`config.mk`:
```
export PLATFORM = sky130hd
export DESIGN_NAME = addsub_serial
export DESIGN_NICKNAME = d
export VERILOG_FILES = /design/src/rtl/addsub_pkg.sv /design/src/rtl/addsub_slice.sv /design/src/rtl/addsub_serial.sv
export SDC_FILE = /design/constraint.sdc
export NUM_CORES = 1
export LEC_CHECK = 0
export ABC_CLOCK_PERIOD_IN_PS = 2200
export CORE_UTILIZATION = 52
export DETAILED_ROUTE_END_ITERATION = 10
export PLACE_DENSITY = 0.91
export SETUP_SLACK_MARGIN = 0.4
export SYNTH_ARGS = -nofsm -noshare
export SYNTH_HDL_FRONTEND = slang
export SYNTH_HIERARCHICAL = 1
export SYNTH_SLANG_ARGS = --single-unit
```
`constraint.sdc`:
```
create_clock -name clk -period 2.2 [get_ports clk]
set_input_delay 0.33 -clock clk [delete_from_list [all_inputs] [get_ports clk]]
set_output_delay 0.33 -clock clk [all_outputs]
set_load 0.01 [all_outputs]
```
`src/rtl/addsub_pkg.sv`:
```
// Shared constants and FSM state type for the serial add/subtract unit.
// Latency: none (declarations only).
// Backpressure: none (declarations only).
package addsub_pkg;

  localparam logic MODE_ADD = 1'b0;
  localparam logic MODE_SUB = 1'b1;

  typedef enum logic [1:0] {
    IDLE = 2'd0,
    RUN  = 2'd1,
    DONE = 2'd2
  } state_t;

endpackage

```
`src/rtl/addsub_slice.sv`:
```
// Combinational CHUNK-bit ripple adder slice with carry into the top bit.
// Latency: purely combinational.
// Backpressure: none; the caller decides when sum/cout are captured.
module addsub_slice #(
  parameter int CHUNK = 4
) (
  input  logic [CHUNK-1:0] x,
  input  logic [CHUNK-1:0] y,
  input  logic             cin,
  output logic [CHUNK-1:0] sum,
  output logic             cout,
  output logic             c_msb
);

  logic [CHUNK:0] full;

  assign full  = {1'b0, x} + {1'b0, y} + {{CHUNK{1'b0}}, cin};
  assign sum   = full[CHUNK-1:0];
  assign cout  = full[CHUNK];
  // Carry into the top bit falls out of the top bit's own sum equation,
  // which avoids slicing below the MSB when CHUNK is 1.
  assign c_msb = x[CHUNK-1] ^ y[CHUNK-1] ^ full[CHUNK-1];

endmodule

```
`src/rtl/addsub_serial.sv`:
```
// Multi-cycle WIDTH-bit add/subtract, CHUNK bits per clock, with flags.
// Latency: done pulses NCHUNK clocks after the accepting edge; one op per NCHUNK+1 cycles.
// Backpressure: start is ignored while busy; a new op may start in the DONE cycle.
module addsub_serial
  import addsub_pkg::*;
#(
  parameter int WIDTH = 16,
  parameter int CHUNK = 4
) (
  input  logic             clk,
  input  logic             rst_n,
  input  logic             start,
  input  logic             mode,
  input  logic [WIDTH-1:0] a,
  input  logic [WIDTH-1:0] b,
  output logic             busy,
  output logic             done,
  output logic [WIDTH-1:0] result,
  output logic             carry,
  output logic             borrow,
  output logic             overflow,
  output logic             zero
);

  localparam int NCHUNK = (CHUNK > 0) ? (WIDTH / CHUNK) : 1;
  localparam int CW     = (NCHUNK > 1) ? $clog2(NCHUNK) : 1;
  localparam logic [CW-1:0] LAST = CW'(NCHUNK - 1);

  if (CHUNK < 1 || (WIDTH % CHUNK) != 0) begin : g_bad_param
    $fatal(1, "addsub_serial: WIDTH must be a positive multiple of CHUNK");
  end

  state_t           state;
  logic [CW-1:0]    cnt;
  logic [WIDTH-1:0] a_q;      // augend/minuend, shifted right one chunk per cycle
  logic [WIDTH-1:0] b_q;      // b or ~b, shifted the same way
  logic [WIDTH-1:0] work;     // partial sum, chunks enter at the top
  logic             cin_q;
  logic             mode_q;

  logic [CHUNK-1:0] sum;
  logic             cout;
  logic             c_msb;
  logic [WIDTH-1:0] next_work;

  addsub_slice #(.CHUNK(CHUNK)) u_slice (
    .x     (a_q[CHUNK-1:0]),
    .y     (b_q[CHUNK-1:0]),
    .cin   (cin_q),
    .sum   (sum),
    .cout  (cout),
    .c_msb (c_msb)
  );

  // After NCHUNK shifts the first chunk has reached bit 0, so the final
  // next_work is the complete result; also degenerates to sum when NCHUNK=1.
  assign next_work = WIDTH'({sum, work} >> CHUNK);

  // Control FSM, operand shifting and registered result/flags.
  always_ff @(posedge clk or negedge rst_n) begin
    if (!rst_n) begin
      state    <= IDLE;
      cnt      <= '0;
      a_q      <= '0;
      b_q      <= '0;
      work     <= '0;
      cin_q    <= 1'b0;
      mode_q   <= MODE_ADD;
      busy     <= 1'b0;
      done     <= 1'b0;
      result   <= '0;
      carry    <= 1'b0;
      borrow   <= 1'b0;
      overflow <= 1'b0;
      zero     <= 1'b0;
    end else begin
      done <= 1'b0;
      case (state)
        IDLE, DONE: begin
          if (start) begin
            a_q    <= a;
            b_q    <= (mode == MODE_SUB) ? ~b : b;
            cin_q  <= (mode == MODE_SUB);
            mode_q <= mode;
            cnt    <= '0;
            busy   <= 1'b1;
            state  <= RUN;
          end else begin
            state <= IDLE;
          end
        end
        RUN: begin
          a_q   <= a_q >> CHUNK;
          b_q   <= b_q >> CHUNK;
          cin_q <= cout;
          work  <= next_work;
          cnt   <= cnt + CW'(1);
          if (cnt == LAST) begin
            result   <= next_work;
            carry    <= cout;
            borrow   <= (mode_q == MODE_SUB) & ~cout;
            overflow <= c_msb ^ cout;
            zero     <= (next_work == '0);
            done     <= 1'b1;
            busy     <= 1'b0;
            state    <= DONE;
          end
        end
        default: begin
          busy  <= 1'b0;
          state <= IDLE;
        end
      endcase
    end
  end

endmodule

```
[After elaboration in Yosys (flattened, before gate mapping)]
Cells that the tools add are included.
Cells by class
  add/sub/neg operators: 3
  equal/unequal tests: 5
  mux-type cells: 17
  bitwise operators: 6
  reduce and logical (&&, ||, !) cells: 8
Operator list (number)
  16-bit case mux with 2 select lines: 2
  16-bit two-way mux: 3
  16-bit zero test: 1
  16-bit inverter: 1
  2-bit case mux with 2 select lines: 2
  2-bit AND reduction: 4
  1-bit two-way mux: 6
  4-bit by 4-bit adder with 5-bit output: 1
  5-bit by 1-bit adder with 5-bit output: 1
  2-bit == test (second input constant): 2
  2-bit two-way mux: 2
  2-bit != test (second input constant): 2
  1-bit case mux with 2 select lines: 2
  1-bit XOR: 3
  2-bit by 1-bit adder with 2-bit output (second input constant): 1
  2-bit by 1-bit == test with 1-bit output (second input constant): 1
  2-bit zero test: 1
  2-bit nonzero test: 1
  2-bit OR reduction: 1
  1-bit bitwise AND: 1
  1-bit inverter: 1
Word-level totals
  bits in registers: 76
  input port bits: 36
  logic and storage cells: 53

[Longest topological paths before layout]
  depth after elaboration: 4
  depth in mapped cells: 8
  depth with buffers taken out: 8

[Modules after synthesis]
The synthesis kept the hierarchy.
Modules (own cells, without submodules)
  addsub_serial: times used 1, cells an instance 234, area an instance 2990.4 sq um
  addsub_slice: times used 1, cells an instance 17, area an instance 143.9 sq um

[Worst setup path after synthesis]
OpenSTA, ideal clock, no wires.
  path type: register to register
  from: register b_q[0]
  to: register cin_q
  arrival time: 1657 ps
  data required time: 2074 ps
  path slack: 417 ps
  cell stages (with the launch flop): 8
  buffers on the path: 0
  clock period less this slack: 1783 ps
  path through: dfrtp_1 fa_1 inv_1 fa_1 nor2b_1 o21ai_0 nand2b_1 a221o_1
On the way
  cells in the longest elaborated chain, start to end: 3
RTL lines
  start, declared: line addsub_serial.sv:36  | logic [WIDTH-1:0] b_q;
  start signal, assigned: line addsub_serial.sv:82  | b_q <= (mode == MODE_SUB) ? ~b : b;
  start signal, assigned: line addsub_serial.sv:94  | b_q <= b_q >> CHUNK;
  4-bit by 4-bit adder with 5-bit output: line addsub_slice.sv:17  | assign full = {1'b0, x} + {1'b0, y} + {{CHUNK{1'b0}}, cin};
  5-bit by 1-bit adder with 5-bit output: line addsub_slice.sv:17
  net cout: line addsub_serial.sv:42  | logic cout;
  1-bit case mux with 2 select lines: line addsub_serial.sv:78  | case (state)
  end signal, assigned: line addsub_serial.sv:83  | cin_q <= (mode == MODE_SUB);
  end signal, assigned: line addsub_serial.sv:95  | cin_q <= cout;
  end, declared: line addsub_serial.sv:38  | logic cin_q;
The timed path passes the listed nets, and every way through them passes these cells.
A chain may end at the register's enable or synchronous reset.

[Worst setup path in the final report]
Same ends and word-level chain as after synthesis.

==> flow_summary.toml <==
[finish]
layout-drive-gt1-share_pct = 19.7
num-nets-final = 357
finalInstanceArea_um2 = 4020
postLayoutCoreUtil_pct = 71.2
syn2layout_area_growth_pct = 28.2
antenna_cells = 0

[floorplanning]
die_area_um2 = 6340
initial_utilization_pct = 55.6
fp.dieW_um = 79.6
boundaryPins = 58
rows = 27
core_um2 = 5640
die_h_um = 79.6

[synthesis]
synthFlopType = "dfrtp_1"
synth_edf_count = 0
synth_xor_area_share_pct = 5.31
synth-compound-area-share_pct = 11.1
syn-cell-area_um2 = 3130
synth_mux_area_share_pct = 10.4
synth-simple-area-share_pct = 9.14
synth_top_family_by_area = "compound AO/OA/AOI/OAI gates"
ys_top_cells_by_area = "dfrtp_1, mux2_2, a221o_1"
mappedNetlistNets = 293
avgSynthCellArea_um2 = 12.5
synthCells = 251
yosysUniqueCellTypes = 30
synthAdderAreaFrac_pct = 2.87
ys_seq_elements = 72
yosysMostFrequentCell = "dfrtp_1"
yosysWarnings = 6
synthArstFlopShare_pct = 100
synth_common_cells = "dfrtp_1, mux2_2, nand2_1, nor2_1"
ys_seq_area_share_pct = 57.5
synth_top_area_share_pct = 57.5
synth_top_area_cell = "dfrtp_1"

[global_routing]
overflow = 0
grt_pass1_vias = 2181
track_usage_pct = 23.3
antenna_found_initial = 0
grt_max_degree = 39
grt_pass1_wl_um = 10900

[place]
dp_hpwl_um = 4350
dpl_cell_area_um2 = 3770
post-place-ws_ns = -0.143
io_buffers = 57
gp_congestion = 0.786

[worst_setup_path]
r2r-start = "b_q[0]"
crit_path_max_incr_delay_ns = 0.41
r2r-end = "cin_q"
critical_path_class = "flip-flop to flip-flop"
required_ns = 2.43
crit_fanout = 4
critPathSlowestCell = "dfrtp_1"
crit_chain = "fa_2 > inv_2 > fa_2 > nor2b_1 > o21ai_1 > nand2b_1 > a221o_1"
crit_path_end_kind = "flip-flop"
r2r_slack_ns = 0.26
reg2reg_depth = 7
arrival_ns = 2.17
cp-start-kind = "flip-flop"
crit_path_frequent_cell = "fa_2"

[routing]
wl_per_cell_um = 16.6
drt_iter0_drc = 111
drc = 0
drt-pass1-iter-count = 4
dr_total_vias = 2228
vias_per_cell = 5.70
wl_um = 6500
postRouteAntennaNets = 0

[sta]
setup_ws_ns = 0.260
setup_viol = 0
setup_tns_ns = 0
period_needed_ns = 1.94
tightest_slew_ns = 0.760
report.final.slew_viol_count = 0
slew_headroom_pct = 49.3
rsz0062_at_grt = "yes"
hold_violations = 0
fin_skew_ns = 0.00593
period_share_pct = 88.2
fmax_ghz = 0.515

[clocking]
postCtsHoldBufs = 0
cts_htree_levels = 3
clkLatencyLatePin_ns = 0.35
cts.sink_count = 72
clk_pin_slew_ns = 0.07
cts_tree = "built"
clockBufferDepth = 2
cts_buffers = 9
root_buffer = "clkbuf_8"

[run]
cap_violations = 0

[pwr]
p_per_area_nw_per_um2 = 1510
ir_drop_mv = 0.728
p_leak_nw = 1.80
total_power_mw = 6.06

[min_path]
hold_class = "input pin to async pin"

[status]
status = "completed"
[placed cells by master (no fill, tap or decap)]
cell	synthesis	final
inv_1	6	4
and2b_1	1	1
nand2_2	1	1
o21ai_0	7	3
xnor2_2	0	1
nand4_1	1	1
clkdlybuf4s50_1	0	56
nand3b_4	0	1
mux2_2	28	28
buf_12	0	1
xnor2_1	14	13
mux2_1	1	1
nor4_2	0	1
nor2_4	0	1
clkbuf_8	0	11
ha_1	4	4
buf_2	9	1
nor4_4	0	1
a22o_1	9	9
fa_2	0	2
nor2_1	15	14
dfrtp_1	72	72
a21o_1	1	1
a21oi_2	0	1
buf_4	1	11
a22oi_1	12	12
inv_2	0	2
nand2b_1	4	4
and2_1	1	1
nand2_1	16	16
a221o_1	13	13
clkbuf_1	3	4
nand3_1	14	14
nor2b_1	2	2
o21ai_1	0	4
xor2_1	5	5
nor4_1	4	2
[kinds of logic after synthesis]
family          Yosys count
mux                      29
fa+ha+maj                 6
flops                    72
simple gates             60
compound gates           43
buf+inv                  22
xor+xnor                 19
[through the flow]
stage               std cells  hold WS [ns]
floorplan                 251        0.0344
global placement          372         0.425
detailed placement        372         0.437
CTS                       390        0.0606
global route              391        0.0945
finish                    391        0.0499
[area by class of cell]
type | instances | area (um2)
Timing Repair Buffer | 69 | 668
Multi-Input combinational cell | 157 | 1270
Sequential cell | 72 | 1800
Fill cell | 398 | 1620
Inverter | 6 | 22.5
Tap cell | 72 | 90.1
Clock buffer | 15 | 166
[registers in the layout, indices dropped and copies added, names as in the netlist]
register  flops
work         12
done          1
b_q          16
state         2
result       16
zero          1
cnt           2
busy          1
cin_q         1
a_q          16
overflow      1
mode_q        1
carry         1
borrow        1
[report_power, final]
part	switching (mW)	total [mW]	internal (mW)
clock	0.446	0.914	0.467
combinational	1.28	2.75	1.47
sequential	0.445	2.39	1.95
[how the worst max path moves through the flow]
stage | from | to | slack (ns) | cells past startpoint
after detailed placement | start | a_q[14] | -0.14 | 5
after CTS | b_q[0] | cin_q | 0.30 | 7
after global routing | b_q[0] | cin_q | 0.21 | 7
final | b_q[0] | cin_q | 0.26 | 7
after global placement | start | cnt[1] | -0.07 | 5
after floorplan | b_q[0] | cin_q | 0.42 | 7
[what timing repair did]
| item | in CTS | in global routing |
|---|---|---|
| gates resized for setup | 12 | 4 |
| setup endpoints to repair | 26 | 12 |
| pin swaps | 6 | 2 |
| endpoints found under the hold margin | 0 | 0 |
| setup buffers | 3 | 1 |
[per-layer routing]
metal	part of all wire (%)	global-route usage, %	up-vias
met3	5.2	5.71	15
met2	50	36.5	82
met5	0	0	-
met4	2.1	11.1	0
met1	42	30.5	1109
li1	-	-	1022
[critical path: cells and delay by family (launching register included)]
kind | cells | cell delay (ns)
adders and majority gates | 2 | 0.64
AOI/OAI and AO/OA | 2 | 0.50
DFF | 1 | 0.41
and+or+nand+nor | 2 | 0.20
buffers and inverters | 1 | 0.07
Power figures use the tool's default switching activity.
